File: src/rtl/irq_ctrl.sv
// Eight-line priority interrupt controller: rising-edge request latch, per-line mask,
// fully nested in-service tracking with EOI, and an I/O register window at 0020h-0023h.
module irq_ctrl #(
    parameter int         HOLDOFF   = 16,
    parameter logic [7:0] VBASE_RST = 8'h08
) (
    input  logic        clock,
    input  logic        reset,
    input  logic [7:0]  req,
    input  logic [15:0] port_a,
    input  logic        port_w,
    input  logic        port_r,
    input  logic [7:0]  port_o,
    output logic [7:0]  port_i,
    output logic        port_hit,
    output logic        irq,
    output logic [7:0]  irq_in
);

    typedef enum logic {IDLE, HOLD} state_t;

    state_t      state_reg;
    logic [7:0]  cnt_reg;
    logic [7:0]  req_q_reg;
    logic [7:0]  irr_reg;
    logic [7:0]  isr_reg;
    logic [7:0]  imr_reg;
    logic [4:0]  vbase_reg;
    logic        irq_reg;
    logic [7:0]  irq_in_reg;

    logic [7:0]  req_edge;
    logic [7:0]  cand;
    logic [7:0]  blocked;
    logic [2:0]  sel_idx;
    logic        fire;
    logic [7:0]  fire_onehot;
    logic        wr_cmd;
    logic        wr_imr;
    logic        wr_vbase;
    logic [7:0]  isr_eoi;
    logic [7:0]  isr_next;
    logic [7:0]  irr_next;

    // Reads have no side effects, so the read strobe carries no information here.
    logic unused_port_r;
    assign unused_port_r = port_r;

    assign req_edge = req & ~req_q_reg;
    assign cand     = irr_reg & ~imr_reg;
    assign wr_cmd   = port_w && (port_a == 16'h0020);
    assign wr_imr   = port_w && (port_a == 16'h0021);
    assign wr_vbase = port_w && (port_a == 16'h0023);

    // A line is blocked when it or any higher-priority line is in service.
    genvar gi;
    generate
        for (gi = 0; gi < 8; gi++) begin : g_blocked
            assign blocked[gi] = |isr_reg[gi:0];
        end
    endgenerate

    always_comb begin
        sel_idx = 3'd0;
        for (int i = 7; i >= 0; i--) begin
            if (cand[i]) sel_idx = 3'(i);
        end
    end

    assign fire        = (state_reg == IDLE) && (cand != 8'h00) && !blocked[sel_idx];
    assign fire_onehot = fire ? (8'b1 << sel_idx) : 8'b0;

    // EOI clears first, then a same-cycle fire re-sets; a new edge beats the fire-clear.
    always_comb begin
        isr_eoi = isr_reg;
        if (wr_cmd && port_o[6:5] == 2'b01) begin
            isr_eoi = isr_reg & (isr_reg - 8'd1);
        end else if (wr_cmd && port_o[6:5] == 2'b11) begin
            isr_eoi[port_o[2:0]] = 1'b0;
        end
        isr_next = isr_eoi | fire_onehot;
        irr_next = (irr_reg & ~fire_onehot) | req_edge;
    end

    always_comb begin
        port_hit = (port_a[15:2] == 14'h0008);
        case (port_a)
            16'h0020: port_i = irr_reg;
            16'h0021: port_i = imr_reg;
            16'h0022: port_i = isr_reg;
            16'h0023: port_i = {vbase_reg, 3'b000};
            default:  port_i = 8'hFF;
        endcase
    end

    always_ff @(posedge clock or posedge reset) begin
        if (reset) begin
            state_reg  <= IDLE;
            cnt_reg    <= 8'd0;
            req_q_reg  <= 8'h00;
            irr_reg    <= 8'h00;
            isr_reg    <= 8'h00;
            imr_reg    <= 8'hFF;
            vbase_reg  <= VBASE_RST[7:3];
            irq_reg    <= 1'b0;
            irq_in_reg <= VBASE_RST;
        end else begin
            req_q_reg <= req;
            irr_reg   <= irr_next;
            isr_reg   <= isr_next;
            if (wr_imr)   imr_reg   <= port_o;
            if (wr_vbase) vbase_reg <= port_o[7:3];
            case (state_reg)
                IDLE: begin
                    if (fire) begin
                        irq_reg    <= 1'b1;
                        irq_in_reg <= {vbase_reg, sel_idx};
                        cnt_reg    <= 8'(HOLDOFF - 1);
                        state_reg  <= HOLD;
                    end
                end
                HOLD: begin
                    irq_reg <= 1'b0;
                    if (cnt_reg == 8'd0) state_reg <= IDLE;
                    else                 cnt_reg   <= cnt_reg - 8'd1;
                end
                default: state_reg <= IDLE;
            endcase
        end
    end

    assign irq    = irq_reg;
    assign irq_in = irq_in_reg;

endmodule

File: config.mk
export PLATFORM = sky130hd
export DESIGN_NAME = irq_ctrl
export DESIGN_NICKNAME = d
export VERILOG_FILES = /design/src/rtl/irq_ctrl.sv
export SDC_FILE = /design/constraint.sdc
export NUM_CORES = 1
export LEC_CHECK = 0
export ABC_AREA = 1
export BUFFER_PORTS_ARGS = -buffer_cell sky130_fd_sc_hd__buf_2
export CORE_ASPECT_RATIO = 2
export CORE_MARGIN = 2
export CORE_UTILIZATION = 50
export DETAILED_ROUTE_END_ITERATION = 10
export PLACE_DENSITY = 0.78
export SETUP_SLACK_MARGIN = 0.1
export SLEW_MARGIN = 15
export SYNTH_ARGS = -nofsm -noshare
export SYNTH_HDL_FRONTEND = slang
export SYNTH_SLANG_ARGS = --single-unit
File: constraint.sdc
create_clock -name clock -period 2.56 [get_ports clock]
set_input_delay 0.64 -clock clock [delete_from_list [all_inputs] [get_ports clock]]
set_output_delay 0.64 -clock clock [all_outputs]
set_load 0.01 [all_outputs]
======== Word level (Yosys, flattened, before mapping) ========
Index checks and enable logic that the tools add are counted.
storage, ports and cells
  flip-flop bits (word level) ............. 55
  input port bits ......................... 36
  output and inout port bits .............. 18
  word-level logic and storage cells ...... 80
cells by class
  $add $sub $neg .......................... 2
  $lt $le $gt $ge ......................... 3
  equal/unequal tests ..................... 9
  shift operators ......................... 1
  multiplexer cells ....................... 24
  bitwise operators ....................... 12
  reduce and logical (&&, ||, !) cells .... 20
operators with widths
  cell                                                                  count
  16-bit by 6-bit == test with 1-bit output, second input constant      4
  8-bit AND                                                             5
  8-bit 2-to-1 mux                                                      5
  8-bit NOT                                                             4
  8-bit one-hot mux with 4 select lines                                 1
  3-bit 2-to-1 mux                                                      8
  8-bit bitwise OR                                                      2
  8-bit one-hot mux with 2 select lines                                 1
  8-bit by 1-bit subtractor with 8-bit output, second input constant    2
  14-bit by 4-bit == test with 1-bit output, second input constant      1
  1-bit logical AND                                                     8
  8-bit zero test                                                       1
  3-bit by 4-bit < comparator with 1-bit output, second input constant  2
  8-bit nonzero test                                                    1
  8-bit OR reduction                                                    1
  1-bit by 3-bit << shifter with 8-bit output, first input constant     1
  7-bit OR reduction                                                    1
  6-bit OR reduction                                                    1
  1-bit 2-to-1 mux                                                      5
  5-bit OR reduction                                                    1
  2-bit != test, second input constant                                  2
  1-bit one-hot mux with 2 select lines                                 2
  2-bit AND reduction                                                   2
  4-bit OR reduction                                                    1
  other kinds (9)                                                       9

======== Longest topological paths before layout ========
  depth in word-level cells ............... 18
  depth in mapped cells ................... 17
  depth with buffers taken out ............ 17

======== Worst setup path before layout ========
OpenSTA, ideal clock, no wires.
  path kind ............................... input to output
  start ................................... input port port_a[11]
  end ..................................... output port port_i[3]
  data arrival time ....................... 1.918 ns
  required time ........................... 1.920 ns
  slack ................................... 0.002 ns
  stages .................................. 9
  buffers on the path ..................... 1
  cell sequence ........................... or2_1 nor4_4 buf_6 nand3_2 inv_2 nand2_1 o21ai_0 a21oi_1 o211ai_1
on the way
  word-level cells in the longest chain between the ends .. 2
  elaborated cells between the ends (all ways) .. 5
  classes of those cells .................. 4 x eq/ne; 1 x mux
RTL lines
  what                                       RTL line  source
  from (decl)                                10        input logic [15:0] port_a,
  16-bit by 6-bit == test with 1-bit output  87        case (port_a)
  8-bit one-hot mux with 4 select lines *    87
  to (decl)                                  14        output logic [7:0] port_i,
Every way passes the cells marked *; elsewhere a longest branch is shown, timed or not.

======== Worst setup path after layout ========
  start ................................... input port port_a[6]
  end ..................................... output port port_i[4]
The elaborated chain is that of the path after synthesis.

==> run metrics <==
status=finished with violations; failing checks=setup timing; area growth from synthesis to layout=25.1%; drt total wl=7.88 mm; Slew headroom=61.0%; Die Span X=59.3 um; #FFs+latches synth=55; f_max=358 MHz; post-synthesis cell type count=38; startpoint class of the critical path=primary input; element type at the critical path end=output pin; Sink Count=55; Syn Nets=428; CP required=1.92 ns; PD cells=437 nW/um^2; critical path arrival=2.16 ns; final setup vio count=8; Leak=0.00184 uW; core area=5960 sq um; met2 wire len=4.31 mm; Hold Worst Slack=0.393 ns; setup ws final=-0.236 ns; sequential share of the synthesized area=45.4%; period utilization=109%; DRC viols=0; Chip Height=115 um; num ports=54; cell count after synthesis=391; Clock transition at path regs=0.07 ns; Fin Setup TNS=-1.31 ns; FF-to-FF path depth=10; r2r setup slk=0.39 ns; Worst Path Class, Setup=in -> out; Worst Skew=0.00778 ns; critical-path cell list=buf_6 > nor2_4 > nand2_2 > nor4_4 > nand2_2 > nor2_4 > inv_2 > o21ai_2 > a21oi_2 > o211ai_1 > buf_2; RR Startpoint=imr_reg[1]$_DFFE_PP1P_; Post-DRT Antenna Nets=0; max capacitance violation total=0; largest net degree at the start of global routing=30; critical path fanouts, max=5; antenna violations before repair=0; Place WS=-0.240 ns; GRT Total Usage=25.1%; Final Critical Period=2.80 ns; yosys warns=0; share of layout cells above drive strength 1=31.2%; die area=6790 sq um; syn_area_per_cell=7.82 sq um; Pins Over Slew Limit=0; CP peak stage delay=0.33 ns; ANT cells=0; nets@finish=501; global-route wire length before repair=12.7 mm; wire per inst=14.9 um; Final HPWL DP=6.11 mm; Initial Util=51.3%; number of global-route vias before repair=2883; final hold violations=0; metal3 WL=281 um; gp weighted congestion=0.881; number of DRC markers after the initial detailed-route iteration=172; delay-heaviest family, CP=simple AND/OR/NAND/NOR gates; Least-Margin Pin Slew=0.585 ns; worst reg2reg endpoint=irq_in[6]$_DFFE_PP0P_; total CTS buffers=5; clock root cell=clkbuf_16; Metal-1 WL=2.72 mm; Clk Latency, worst-skew pair=0.30 ns; H-Tree Level Count=2; Crit-path slowest cell=nor4_4; RSZ-0062 raised after global routing=yes; # hold bufs at CTS=0; detailed-route via count=2869; Max rail drop VDD=0.434 mV; top layer reached by signal wires=met4; Max clock buf depth=2; # fillers=498; DRT Pass-1 Iters=4; vias per cell=5.43; Overflow after GRT=0; HP Class=in -> async; Row Count=40; CP Buf/Inv Count=3; CTS tree=done; Syn Std Cell Area=3060 sq um; input/output buffers=52
==> placed cells by master, fill, tap and decap left out, types with 2 or more instances in the layout <==
master,synthesis,routed
a21oi_1,7,6
a21oi_2,1,2
a31oi_1,2,2
buf_12,0,2
buf_2,1,45
buf_4,0,16
buf_6,3,8
clkbuf_16,0,5
dfrtp_1,45,45
dfstp_2,10,10
inv_1,52,51
inv_2,6,6
nand2_1,119,112
nand2_2,9,16
nand3_1,23,22
nand3_2,3,2
nand3_4,1,3
nand4_1,9,9
nor2_1,28,23
nor2_4,2,9
nor3_1,4,4
nor3_4,2,2
o2111ai_1,4,3
o211ai_1,10,10
o21ai_0,16,13
o21ai_1,9,10
o21ai_2,8,10
xnor2_1,2,2
==> power by group <==
| part | switching [uW] | internal (uW) |
|---|---|---|
| registers | 2.05 | 876 |
| logic | 60.8 | 43.6 |
| clock network | 300 | 388 |
==> through the flow <==
step	std cells	util (%)	instance area (sq um)	total power (uW)
finish	528	64.2	3820	1670
global route	528	64.2	3820	1740
CTS	523	62.3	3710	1680
detailed placement	512	58.6	3490	983
global placement	512	58.6	3490	980
floorplan	391	-	3090	933
==> cell type report <==
class | count | area [sq um] | share of cell area [%]
flip-flops and latches | 55 | 1390 | 36.3
repair buffers | 71 | 475 | 12.4
inverters | 59 | 226 | 5.92
multi-input cells | 272 | 1510 | 39.4
clock buffers | 7 | 143 | 3.73
well taps | 63 | 78.8 | 2.06
clock inverters | 1 | 5.00 | 0.131
==> cells by family after synthesis <==
group	after synthesis	synth area share [%]
adder cells (fa/ha/maj)	1	0.409
AND/OR/NAND/NOR	209	32.1
AO/OA/AOI/OAI	59	12.6
buffers and inverters	64	8.64
XOR/XNOR	3	0.860
flip-flops	55	45.4
==> synthesized netlist by cell type <==
library cell	count	area (sq um)
a21oi_1	7	35.0
a21oi_2	1	8.76
a21oi_4	1	16.3
a22oi_1	1	7.51
a31oi_1	2	12.5
buf_2	1	5.00
buf_6	3	33.8
clkbuf_1	1	3.75
clkinv_1	1	3.75
dfrtp_1	45	1130
dfstp_2	10	263
ha_1	1	12.5
inv_1	52	195
inv_2	6	22.5
nand2_1	119	447
nand2_2	9	56.3
nand2_4	1	11.3
nand3_1	23	115
nand3_2	3	30.0
nand3_4	1	17.5
nand3b_1	1	7.51
nand4_1	9	56.3
nor2_1	28	105
nor2_2	3	18.8
nor2_4	2	22.5
nor3_1	4	20.0
nor3_4	2	32.5
nor4_1	1	6.26
nor4_4	1	21.3
o2111ai_1	4	35.0
o211ai_1	10	75.1
o21ai_0	16	80.1
o21ai_1	9	45.0
o21ai_2	8	70.1
or2_1	1	6.26
or2_2	1	6.26
xnor2_1	2	17.5
xor2_1	1	8.76
==> layer usage <==
layer,up-vias,GRT usage [%]
met3,37,5.20
met5,-,0
met1,1353,23.3
met4,0,20.6
li1,1405,-
met2,74,44.3
==> how the worst max path moves through the flow <==
stage               startpoint  slack [ns]  cells after the start        end
finish               port_a[6]       -0.24                     11  port_i[4]
global route         port_a[6]       -0.34                     11  port_i[4]
CTS                  port_a[2]       -0.18                     12  port_i[4]
detailed placement   port_a[3]       -0.24                     12  port_i[4]
global placement     port_a[3]       -0.17                     12  port_i[4]
floorplan            port_a[3]        0.09                     10  port_i[3]
==> what timing repair did <==
action / in CTS / in global routing
pin swaps: 7 / 13
buffers inserted: 3 / 5
setup endpoints to repair: 8 / 8
resized for setup: 11 / 20
Note: power is estimated with default switching activity, not from simulation.
